### src/rtl/prescaled_updown_counter.sv
// rtl/prescaled_updown_counter.sv - WIDTH-bit up/down counter with prescaler, clear/load, wrap or saturate
// Terminal value MAX; tc pulses on each boundary step, ovf is sticky until clr or reset.
module prescaled_updown_counter #(
  parameter int WIDTH = 8,
  parameter int MAX   = 2**WIDTH-1,
  parameter int PRESC = 1
) (
  input  logic             clk,
  input  logic             rst_n,
  input  logic             en,
  input  logic             clr,
  input  logic             load,
  input  logic [WIDTH-1:0] load_val,
  input  logic             dir,
  input  logic             sat,
  output logic [WIDTH-1:0] dout,
  output logic             tc,
  output logic             ovf
);

  localparam int PW = (PRESC > 1) ? $clog2(PRESC) : 1;
  localparam logic [WIDTH-1:0] MAX_V      = WIDTH'(MAX);
  localparam logic [PW-1:0]    PRESC_LAST = PW'(PRESC - 1);

  logic [WIDTH-1:0] dout_q, dout_d;
  logic [PW-1:0]    presc_q, presc_d;
  logic             tc_q, tc_d;
  logic             ovf_q, ovf_d;
  logic             boundary;

  always_ff @(posedge clk or negedge rst_n) begin
    if (!rst_n) begin
      dout_q  <= '0;
      presc_q <= '0;
      tc_q    <= 1'b0;
      ovf_q   <= 1'b0;
    end else begin
      dout_q  <= dout_d;
      presc_q <= presc_d;
      tc_q    <= tc_d;
      ovf_q   <= ovf_d;
    end
  end

  // Priority: clr, load, enabled prescaler tick (step on its last count), hold.
  always_comb begin
    dout_d   = dout_q;
    presc_d  = presc_q;
    tc_d     = 1'b0;
    ovf_d    = ovf_q;
    boundary = dir ? (dout_q == MAX_V) : (dout_q == '0);
    if (clr) begin
      dout_d  = '0;
      presc_d = '0;
      ovf_d   = 1'b0;
    end else if (load) begin
      dout_d  = (load_val > MAX_V) ? MAX_V : load_val;
      presc_d = '0;
    end else if (en) begin
      if (presc_q == PRESC_LAST) begin
        presc_d = '0;
        if (boundary) begin
          tc_d  = 1'b1;
          ovf_d = 1'b1;
          if (!sat) begin
            dout_d = dir ? '0 : MAX_V;
          end
        end else begin
          dout_d = dir ? dout_q + WIDTH'(1) : dout_q - WIDTH'(1);
        end
      end else begin
        presc_d = presc_q + PW'(1);
      end
    end
  end

  assign dout = dout_q;
  assign tc   = tc_q;
  assign ovf  = ovf_q;

endmodule

### config.mk
export PLATFORM = sky130hd
export DESIGN_NAME = prescaled_updown_counter
export DESIGN_NICKNAME = d
export VERILOG_FILES = /design/src/rtl/prescaled_updown_counter.sv
export SDC_FILE = /design/constraint.sdc
export NUM_CORES = 1
export LEC_CHECK = 0
export BUFFER_PORTS_ARGS = -buffer_cell sky130_fd_sc_hd__buf_2
export CORE_MARGIN = 5
export CORE_UTILIZATION = 46
export CTS_CLUSTER_DIAMETER = 50
export DETAILED_ROUTE_END_ITERATION = 7
export HOLD_SLACK_MARGIN = 0.1
export PLACE_DENSITY_LB_ADDON = 0.15
export SLEW_MARGIN = 20
export SYNTH_ARGS = -nofsm -noshare
export SYNTH_HDL_FRONTEND = slang
export SYNTH_SLANG_ARGS = --single-unit
### constraint.sdc
create_clock -name clk -period 1.9 [get_ports clk]
set_input_delay 0.19 -clock clk [delete_from_list [all_inputs] [get_ports clk]]
set_output_delay 0.19 -clock clk [all_outputs]
set_load 0.005 [all_outputs]
==> results by group, run 1 <==
Die
  • CORE AREA: 1920 um^2
  • Ports: 25
  • DIE AREA: 2960 um^2
  • Initial cell density of the core: 0.473
  • Die Y: roughly 54 um
  • Die X: 54.4 um
  • Cell Rows: 16

Timing
  • Setup ws final: 0.0208 ns
  • Worst-Margin Slew: around 0.35 ns
  • Worst hold slack: 0.146 ns
  • Count of final setup violators: 0
  • Final Max Slew Viols: 0
  • Final Critical Period: ~1.9 ns
  • Tcrit/Tclk final: 0.989
  • Max_slew headroom: 0.768
  • Fmax: 532 MHz
  • Max Clock Skew: 0.00256 ns
  • Fin. Hold Viols: 0
  • RSZ-0062 raised after global routing: true

Drt
  • Initial DRC count: 19
  • WL/cell: between 15 and 20 um
  • Post-Route WL: 2600 um
  • Antenna Nets Post-Route: 0
  • DRT Pass-1 Iters: 4
  • Vias per std cell: about 5.5
  • Routed via count: between 900 and 1,000
  • Residual DRC: 0

Critical path
  • CP Capture Point: dout[7]
  • Cell count of the worst reg-to-reg path: 8
  • R2R Path End: dout[7]
  • Setup CP Type: reg -> reg
  • Data arrival, critical path: between 2 and 2.5 ns
  • CP Cell Sequence: buf_4 > ha_1 > a211oi_2 > buf_4 > nor3_1 > a211oi_2 > xnor2_1 > a21oi_1
  • Worst path slowest cell: dfrtp_1
  • Crit. End Element: flop
  • Crit-path max cell delay: 0.43 ns
  • FF-to-FF Start: dout[1]
  • Worst Path Buf+Inv: 2
  • Critical Path Source: dout[1]
  • Startpoint types: flop
  • R2R Setup Slk: 0.02 ns
  • CP Data Required Time: 2.05 ns
  • Top delay family on crit path: compound AO/OA/AOI/OAI gates
  • Critical path fanouts, max: 4
  • WP depth: 8

Pwr
  • Worst IR drop on VDD: 0.000465 V
  • Pwr per Cell Area: 782 nW/um^2
  • Final total power: approximately 0.93 mW
  • Static Leak: around 0.58 nW

Logic synthesis
  • Post-Syn Area: 908 um^2
  • Synth Flop Type: dfrtp_1
  • Post-synth EDFFs: 0
  • Async set or reset register ratio after synthesis: 1.00
  • Seq cells post-synth: 10
  • Syn nets: 130
  • Synth unique cells: 38
  • Synthesis Warnings: 0
  • Sequential share of the synthesized area: 0.275
  • Avg Synthesized Cell Area: 8.41 um^2
  • Mapped Cells: 108

Clock tree
  • CTS Buf Count: 3
  • Worst-Skew Late Latency: 0.27 ns
  • Clock Pin Slew Worst Setup and Hold Paths: 0.07 ns
  • Max Buffers Root-to-Sink: 2
  • Root Buffer: clkbuf_4
  • CTS sink count: 10
  • H-Tree Depth: 1
  • CTS tree: built

Flow run
  • Maxcap violations: 0

Global routing
  • Antenna violations before repair: 0
  • Vias in the first global route: slightly above 900
  • Total gr overflow: 0
  • Global-route wire length before repair: ~4100 um
  • Largest net degree at the start of global routing: 17
  • Gr usage total: 0.197

Layout
  • Area Overhead vs Synth: 31.1%
  • Final Cell Area: 1190 um^2
  • Nets: 167
  • Antenna Cells: 0
  • Share of post-route cells with drive strength above 1: 0.340

Run status
  • Status: completed

Placement
  • PortBufs: 24
  • Placed Area: 1090 um^2
  • Dpl hpwl: around 2000 um
  • Final RePlAce weighted congestion: around 0.9
  • Post-Place Setup Slack: -0.00896 ns

Min path
  • HP Class: in -> reg
## state kept, by name, summed over array words and instances (netlist names)
register	flops
tc	1
dout	8
ovf	1
## cell usage in the layout, fill, tap and decap left out, types with 2 or more instances in the layout
| master | count |
|---|---|
| a211oi_2 | 3 |
| a21oi_1 | 12 |
| a22oi_1 | 2 |
| buf_2 | 24 |
| buf_4 | 10 |
| clkbuf_4 | 3 |
| dfrtp_1 | 10 |
| ha_1 | 6 |
| inv_1 | 7 |
| inv_2 | 2 |
| mux2i_1 | 2 |
| nand2_1 | 5 |
| nand3_1 | 3 |
| nor2_1 | 6 |
| nor2b_1 | 3 |
| nor3_1 | 5 |
| nor3b_1 | 3 |
| o21ai_0 | 5 |
| o31ai_1 | 4 |
| or3_1 | 2 |
| xnor2_1 | 3 |
| xor2_1 | 2 |
## power breakdown
part	switching (mW)	internal, mW	leakage [nW]
Clock	0.0826	0.116	0.0210
Combinational	0.234	0.213	0.428
Sequential	0.0441	0.241	0.130
Total	0.360	0.571	0.579
## synth_stat cells (all sizes together), types with 2 or more instances
cell type	n	area, um^2
a211oi	4	40.0
a21oi	12	60.1
a22oi	2	15.0
buf	2	16.3
dfrtp	10	250
ha	6	75.1
inv	9	33.8
mux2i	2	20.0
nand2	5	18.8
nand2b	2	12.5
nand3	3	15.0
nor2	6	22.5
nor2b	3	18.8
nor3	6	35.0
nor3b	3	22.5
nor4	2	12.5
o21ai	6	30.0
o31ai	4	30.0
or3	2	12.5
xnor2	3	26.3
xor2	2	17.5
## worst min-delay path by stage
| stage | start | endpoint | depth (start not counted) |
|---|---|---|---|
| after floorplan | rst_n | dout[0] | 0 |
| after global placement | rst_n | dout[3] | 1 |
| after detailed placement | rst_n | dout[3] | 1 |
| after CTS | load_val[6] | dout[6] | 3 |
| after global routing | load_val[5] | dout[5] | 3 |
| final | load_val[6] | dout[6] | 3 |
## cell type report
class | instances | area (um^2)
sequential | 10 | 250
timing repair buffer | 35 | 205
tap | 27 | 33.8
clock buffer | 4 | 36.3
multi-input combinational | 86 | 632
inverter | 9 | 33.8
fill | 186 | 731
## layer usage
| metal | GRT usage | routed length, um | vias to the layer above |
|---|---|---|---|
| met5 | 0 | 0 | - |
| li1 | - | - | 476 |
| met1 | 0.239 | 1120 | 425 |
| met3 | 0.0463 | 159 | 7 |
| met4 | 0.0871 | 65 | 0 |
| met2 | 0.329 | 1260 | 28 |
## worst register-to-register path, delay by kind of cell (launching register included)
kind,cells,cell delay (ns)
fa+ha+maj,1,0.28
flops,1,0.43
buf+inv,2,0.31
simple gates,1,0.06
compound gates,3,0.52
xor+xnor,1,0.15
## logic make-up after synthesis
logic type               share of synthesized area
multiplexers                                0.0220
flip-flops                                   0.275
buffers and inverters                       0.0592
AO/OA/AOI/OAI                                0.281
AND/OR/NAND/NOR                              0.209
XOR/XNOR                                    0.0482
adder cells (fa/ha/maj)                      0.105
## what timing repair did
item | in CTS | in global routing
pin swaps | 0 | 6
setup endpoints to repair | 1 | 3
hold endpoints to repair | 10 | 0
buffers inserted | 0 | 3
gates resized for setup | 1 | 8
hold buffers | 1 | 0
## per-stage QoR
stage,util,setup TNS (ns),std cells
after floorplan,-,0,108
after global placement,0.570,0,163
after detailed placement,0.570,-0.00896,163
after CTS,0.594,0,168
after global routing,0.620,-0.193,171
final,0.620,0,171
Power figures use the tool's default switching activity.
==> run 2, diff against run 1 <==
Settings changed: CORE_UTILIZATION 46 to 48, CTS_BUF_LIST set to sky130_fd_sc_hd__clkbuf_2, RECOVER_POWER set to 25.
==> run 2 against run 1 <==
Sequential share of layout area increased by 0.22 points. Clock skew decreased by 0.00082 ns. Cell count decreased by 0.58%. Worst setup slack improved by 0.039 ns. Total power decreased by 6.9%. Routed wire length decreased by 3.6%. Critical path depth decreased by 1. Register-to-register slack improved by 0.04 ns. Die area decreased by 3.4%. Non-clock buffer count increased by 1. Worst hold slack got worse by 0.0059 ns. Clock power decreased by 33%. Critical path type unchanged. Critical endpoint is now dout[6]. Largest cell class unchanged. Highest routed layer unchanged.
==> results by group, run 2 (synthesis results as in run 1) <==
Run status
  • Status: completed

Min path
  • WHS Endpoint: dout[5]
  • Min-delay src: load_val[5]
  • HP Class: in -> reg
  • Cells on Worst Hold Path: 3

Timing
  • Setup ws final: 0.0598 ns
  • Fmax: between 500 and 600 MHz
  • Tcrit/Tclk final: 0.969
  • Max Clock Skew: 0.00175 ns
  • Worst hold slack: around 0.14 ns
  • RSZ-0062 raised after global routing: true
  • Fin. Hold Viols: 0
  • Setup total negative slack: 0 ns
  • Max_slew headroom: 0.619
  • Worst-Margin Slew: 0.571 ns
  • Count of final setup violators: 0
  • Final Critical Period: 1.84 ns
  • Final Max Slew Viols: 0

Clock tree
  • CTS Buf Count: 3
  • Worst-Skew Late Latency: 0.28 ns
  • Root Buffer: clkbuf_2
  • Clock Pin Slew Worst Setup and Hold Paths: 0.11 ns
  • Max Buffers Root-to-Sink: 2
  • CTS sink count: 10
  • CTS tree: built
  • H-Tree Depth: 1

Placement
  • PortBufs: 24
  • Final RePlAce weighted congestion: a little under 0.9
  • Post-Place Setup Slack: -0.0417 ns
  • Dpl hpwl: between 1500 and 2000 um
  • Placed Cells: approximately 160

Critical path
  • FF-to-FF Start: dout[1]
  • Startpoint types: flop
  • Worst path slowest cell: dfrtp_1
  • Worst Path Buf+Inv: 1
  • Top delay family on crit path: compound AO/OA/AOI/OAI gates
  • R2R Path End: dout[6]
  • Cell count of the worst reg-to-reg path: 7
  • CP Data Required Time: around 2.1 ns
  • CP Cell Sequence: inv_2 > fa_2 > nand2b_4 > a211oi_2 > mux2i_1 > a2111oi_2 > o31ai_1
  • Critical path fanouts, max: 2
  • Critical Path Source: dout[1]
  • R2R Setup Slk: ~0.06 ns
  • Crit-path max cell delay: 0.38 ns
  • Crit. End Element: flop
  • Setup CP Type: reg -> reg
  • Data arrival, critical path: 2.03 ns

Drt
  • Post-Route WL: 2510 um
  • Routed via count: 973
  • Residual DRC: 0
  • Antenna Nets Post-Route: 0
  • DRT Pass-1 Iters: 4
  • Vias per std cell: approximately 5.7
  • Initial DRC count: 31
  • WL/cell: 14.7 um

Layout
  • Antenna Cells: 0
  • Layout Cells excl Fill: 170
  • Nets: 168
  • Area Overhead vs Synth: 29.8%
  • Most frequent cells in the layout: 23 x buf_2, 12 x a21oi_1, 11 x buf_4, 10 x dfrtp_1, 8 x inv_1
  • Final core utilization: 0.668
  • Max reg flops: 8
  • Most common cell after layout, fill and taps aside: buf_2
  • Share of post-route cells with drive strength above 1: 0.317
  • Fillers: 175

Pwr
  • Worst IR drop on VDD: roughly 0.00036 V
  • Pwr per Cell Area: 736 nW/um^2
  • Static Leak: between 0.5 and 0.6 nW

Global routing
  • Largest net degree at the start of global routing: 17
  • Global-route wire length before repair: 3940 um
  • Total gr overflow: 0
  • Antenna violations before repair: 0
  • Gr usage total: 0.194
  • Vias in the first global route: 896

Die
  • Die Y: between 50 and 60 um
  • DIE AREA: 2860 um^2
  • CORE AREA: 1760 um^2
  • Cell Rows: 15
  • Ports: 25
  • Die X: 53.5 um
  • Initial cell density of the core: 0.515

Flow run
  • Maxcap violations: 0
-- run 2: cell count changes in the layout (fill, tap and decap cells not counted), sizes merged --
cell	previous run	this run
clkinv	0	1
-- run 2: where the power goes --
group / internal (mW) / total [mW] / switching, mW / leakage (nW)
Combinational: 0.217 / 0.455 / 0.238 / 0.428
Sequential: 0.241 / 0.279 / 0.0376 / 0.130
Clock: 0.0457 / 0.133 / 0.0874 / 0.0140
-- run 2: worst min-delay path, delay by kind of cell --
| family | cells | cell delay (ns) |
|---|---|---|
| buffers and inverters | 1 | 0.08 |
| AO/OA/AOI/OAI | 2 | 0.12 |
-- run 2: stage by stage --
| stage | instance area [um^2] | total power [mW] |
|---|---|---|
| 6_report | 1180 | 0.867 |
| 5_1_grt | 1180 | 0.923 |
| 4_1_cts | 1130 | 0.825 |
| 3_5_place_dp | 1090 | 0.684 |
| 3_3_place_gp | 1090 | 0.674 |
| 2_1_floorplan | 908 | 0.542 |
-- run 2: repair_timing --
action / 4_1_cts / 5_1_grt
hold buffers: 1 / 0
buffers inserted: 1 / 3
gates resized for setup: 1 / 6
pin swaps: 0 / 3
endpoints found under the setup margin: 1 / 1
hold endpoints to repair: 10 / 0
-- run 2: cell type report --
type	instances	area, um^2	share of cell area
sequential	10	250	0.212
timing repair buffer	36	211	0.179
inverter	9	33.8	0.0287
clock buffer	3	15.0	0.0127
multi-input combinational	86	633	0.537
clock inverter	1	3.75	0.00318
tap	25	31.3	0.0265
-- run 2: routing by layer --
metal,track usage,wire length [um]
met4,0.111,71
met2,0.324,1170
met3,0.0282,189
met1,0.236,1070
met5,0,0
-- run 2: worst max path at each step --
stage               to  slack (ns)  cells past startpoint
2_1_floorplan  dout[6]        0.03                      7
3_3_place_gp   dout[5]        0.07                      7
3_5_place_dp   dout[6]       -0.04                      7
4_1_cts        dout[6]       0.005                      7
5_1_grt        dout[6]       -0.03                      6
6_report       dout[6]        0.06                      7
==> run 3, diff against run 2 <==
Settings changed: CORE_MARGIN 5 to 8, PLACE_DENSITY set to 0.81, PLACE_DENSITY_LB_ADDON 0.15 to not set.
==> run 3 against run 2 <==
Sequential share of layout area is 0.58 points higher. Clock skew is 0.0047 ns higher. Worst hold slack better by 0.021 ns. Count of clock-buffer cells in the layout stayed put. Critical endpoint is now dout[7]. Largest cell class unchanged.
==> results by group, run 3 (synthesis results as in run 1) <==
Drt
  • Post-Route WL: between 2000 and 3000 um
  • Routed via count: 999
  • Antenna Nets Post-Route: 0
  • Vias per std cell: 6.05
  • DRT Pass-1 Iters: 4
  • Residual DRC: 0
  • WL/cell: 15.9 um
  • Initial DRC count: 50

Layout
  • Max reg flops: 8
  • FF+latch area: 250 um^2
  • Multi-input gate area: 636 um^2
  • Antenna Cells: 0
  • Share of post-route cells with drive strength above 1: 0.307
  • Most frequent cells in the layout: 23 x buf_2, 12 x a21oi_1, 10 x dfrtp_1, 8 x inv_1, 7 x buf_4
  • Most common cell after layout, fill and taps aside: buf_2
  • Final Cell Area: roughly 1100 um^2
  • Final core utilization: 0.657
  • Area Overhead vs Synth: 26.3%
  • Fillers: roughly 150
  • Nets: about 160

Min path
  • HP Class: in -> reg

Clock tree
  • Worst-Skew Late Latency: 0.26 ns
  • CTS sink count: 10
  • Max Buffers Root-to-Sink: 2
  • Clock Pin Slew Worst Setup and Hold Paths: 0.10 ns
  • H-Tree Depth: 1
  • CTS tree: built
  • CTS Buf Count: 3
  • Root Buffer: clkbuf_2

Critical path
  • FF-to-FF Start: dout[1]
  • R2R Path End: dout[7]
  • CP dominant cell by count: buf_4
  • Cell count of the worst reg-to-reg path: 8
  • Crit. End Element: flop
  • CP Cell Sequence: buf_4 > ha_1 > a211oi_1 > buf_4 > nor3_1 > a211oi_2 > xnor2_1 > a21oi_1
  • Setup CP Type: reg -> reg
  • Worst path slowest cell: dfrtp_1
  • CP Data Required Time: 2.05 ns
  • Startpoint types: flop
  • CP Capture Point: dout[7]
  • Critical Path Source: dout[1]
  • Data arrival, critical path: 2.02 ns
  • Crit-path max cell delay: 0.42 ns
  • Critical path fanouts, max: 4
  • R2R Setup Slk: 0.03 ns

Timing
  • RSZ-0062 raised after global routing: true
  • Final Critical Period: 1.87 ns
  • Max_slew headroom: 0.623
  • Final Max Slew Viols: 0
  • Max Clock Skew: 0.00646 ns
  • Count of final setup violators: 0
  • Worst-Margin Slew: 0.565 ns
  • Fmax: 535 MHz
  • Tcrit/Tclk final: 0.985
  • Fin. Hold Viols: 0

Die
  • Die Y: 59.5 um
  • Ports: 25
  • DIE AREA: 3540 um^2
  • Die X: 59.5 um
  • CORE AREA: 1750 um^2
  • Cell Rows: 15
  • Initial cell density of the core: 0.520

Placement
  • Dpl hpwl: 2030 um
  • Final RePlAce weighted congestion: 0.850
  • PortBufs: 24
  • Placed Area: 1070 um^2

Global routing
  • Global-route wire length before repair: between 4000 and 5000 um
  • Vias in the first global route: 923
  • Antenna violations before repair: 0
  • Total gr overflow: 0
  • Largest net degree at the start of global routing: 17
  • Gr usage total: 0.152

Flow run
  • Maxcap violations: 0

Pwr
  • Pwr per Cell Area: 730 nW/um^2
  • Static Leak: 0.551 nW
  • Worst IR drop on VDD: 0.000420 V

Run status
  • Status: completed
## run 3: cell types whose count changed in the layout (fill, tap and decap cells not counted)
cell,before,now
o21ai_1,1,0
buf_4,11,7
o21ai_0,5,6
nand2b_1,1,0
clkinv_1,1,0
nand2b_2,0,1
## run 3: worst max-delay path: cells and delay by family (launching register included)
family	cells	cell delay, ns
AOI/OAI and AO/OA	3	0.55
buffers and inverters	2	0.31
and+or+nand+nor	1	0.06
xor gates and xnor gates	1	0.15
adders and majority gates	1	0.27
DFF	1	0.42
## run 3: final cells by class
type	count	area share
flip-flops and latches	10	0.218
well taps	25	0.0273
repair buffers	32	0.158
clock buffers	3	0.0131
inverters	9	0.0294
multi-input cells	86	0.554
## run 3: how the worst min path moves through the flow
| stage | startpoint | end | slack (ns) | depth (start not counted) |
|---|---|---|---|---|
| after floorplan | rst_n | dout[0] | -0.11 | 0 |
| after global placement | rst_n | dout[3] | 0.06 | 1 |
| after detailed placement | rst_n | tc | 0.07 | 1 |
| after CTS | load_val[5] | dout[5] | 0.16 | 3 |
| after global routing | load_val[5] | dout[5] | 0.15 | 3 |
| final | load_val[6] | dout[6] | 0.16 | 3 |
## run 3: through the flow
stage / power [mW] / hold slack, ns / setup TNS, ns / setup WS (ns) / instances
detailed placement: 0.674 / 0.0687 / -0.0565 / -0.0565 / 158
global placement: 0.658 / 0.0644 / 0 / 0.0412 / 158
CTS: 0.799 / 0.156 / 0 / 0.00574 / 163
floorplan: 0.542 / -0.106 / 0 / 0.0327 / 108
finish: 0.837 / 0.161 / 0 / 0.0292 / 165
global route: 0.892 / 0.150 / -0.119 / -0.0644 / 165
## run 3: power by group
| group | switching, mW | internal (mW) |
|---|---|---|
| combinational | 0.233 | 0.204 |
| sequential | 0.0406 | 0.241 |
| clock | 0.0752 | 0.0430 |
## run 3: metal layers
| metal | routed length [um] | GRT usage | share of wire | up-vias |
|---|---|---|---|---|
| met5 | 0 | 0 | 0 | - |
| met4 | 44 | 0.0714 | 0.017 | 0 |
| met3 | 232 | 0.0607 | 0.088 | 7 |
| met2 | 1320 | 0.253 | 0.50 | 52 |
| met1 | 1030 | 0.163 | 0.39 | 468 |
| li1 | - | - | - | 472 |
## run 3: repair_timing
| item | in CTS | in global routing |
|---|---|---|
| setup endpoints to repair | 1 | 1 |
| hold buffers | 1 | 0 |
| resized for setup | 1 | 6 |
| endpoints found under the hold margin | 10 | 0 |
| pin swaps | 0 | 3 |
| buffers inserted | 1 | 2 |
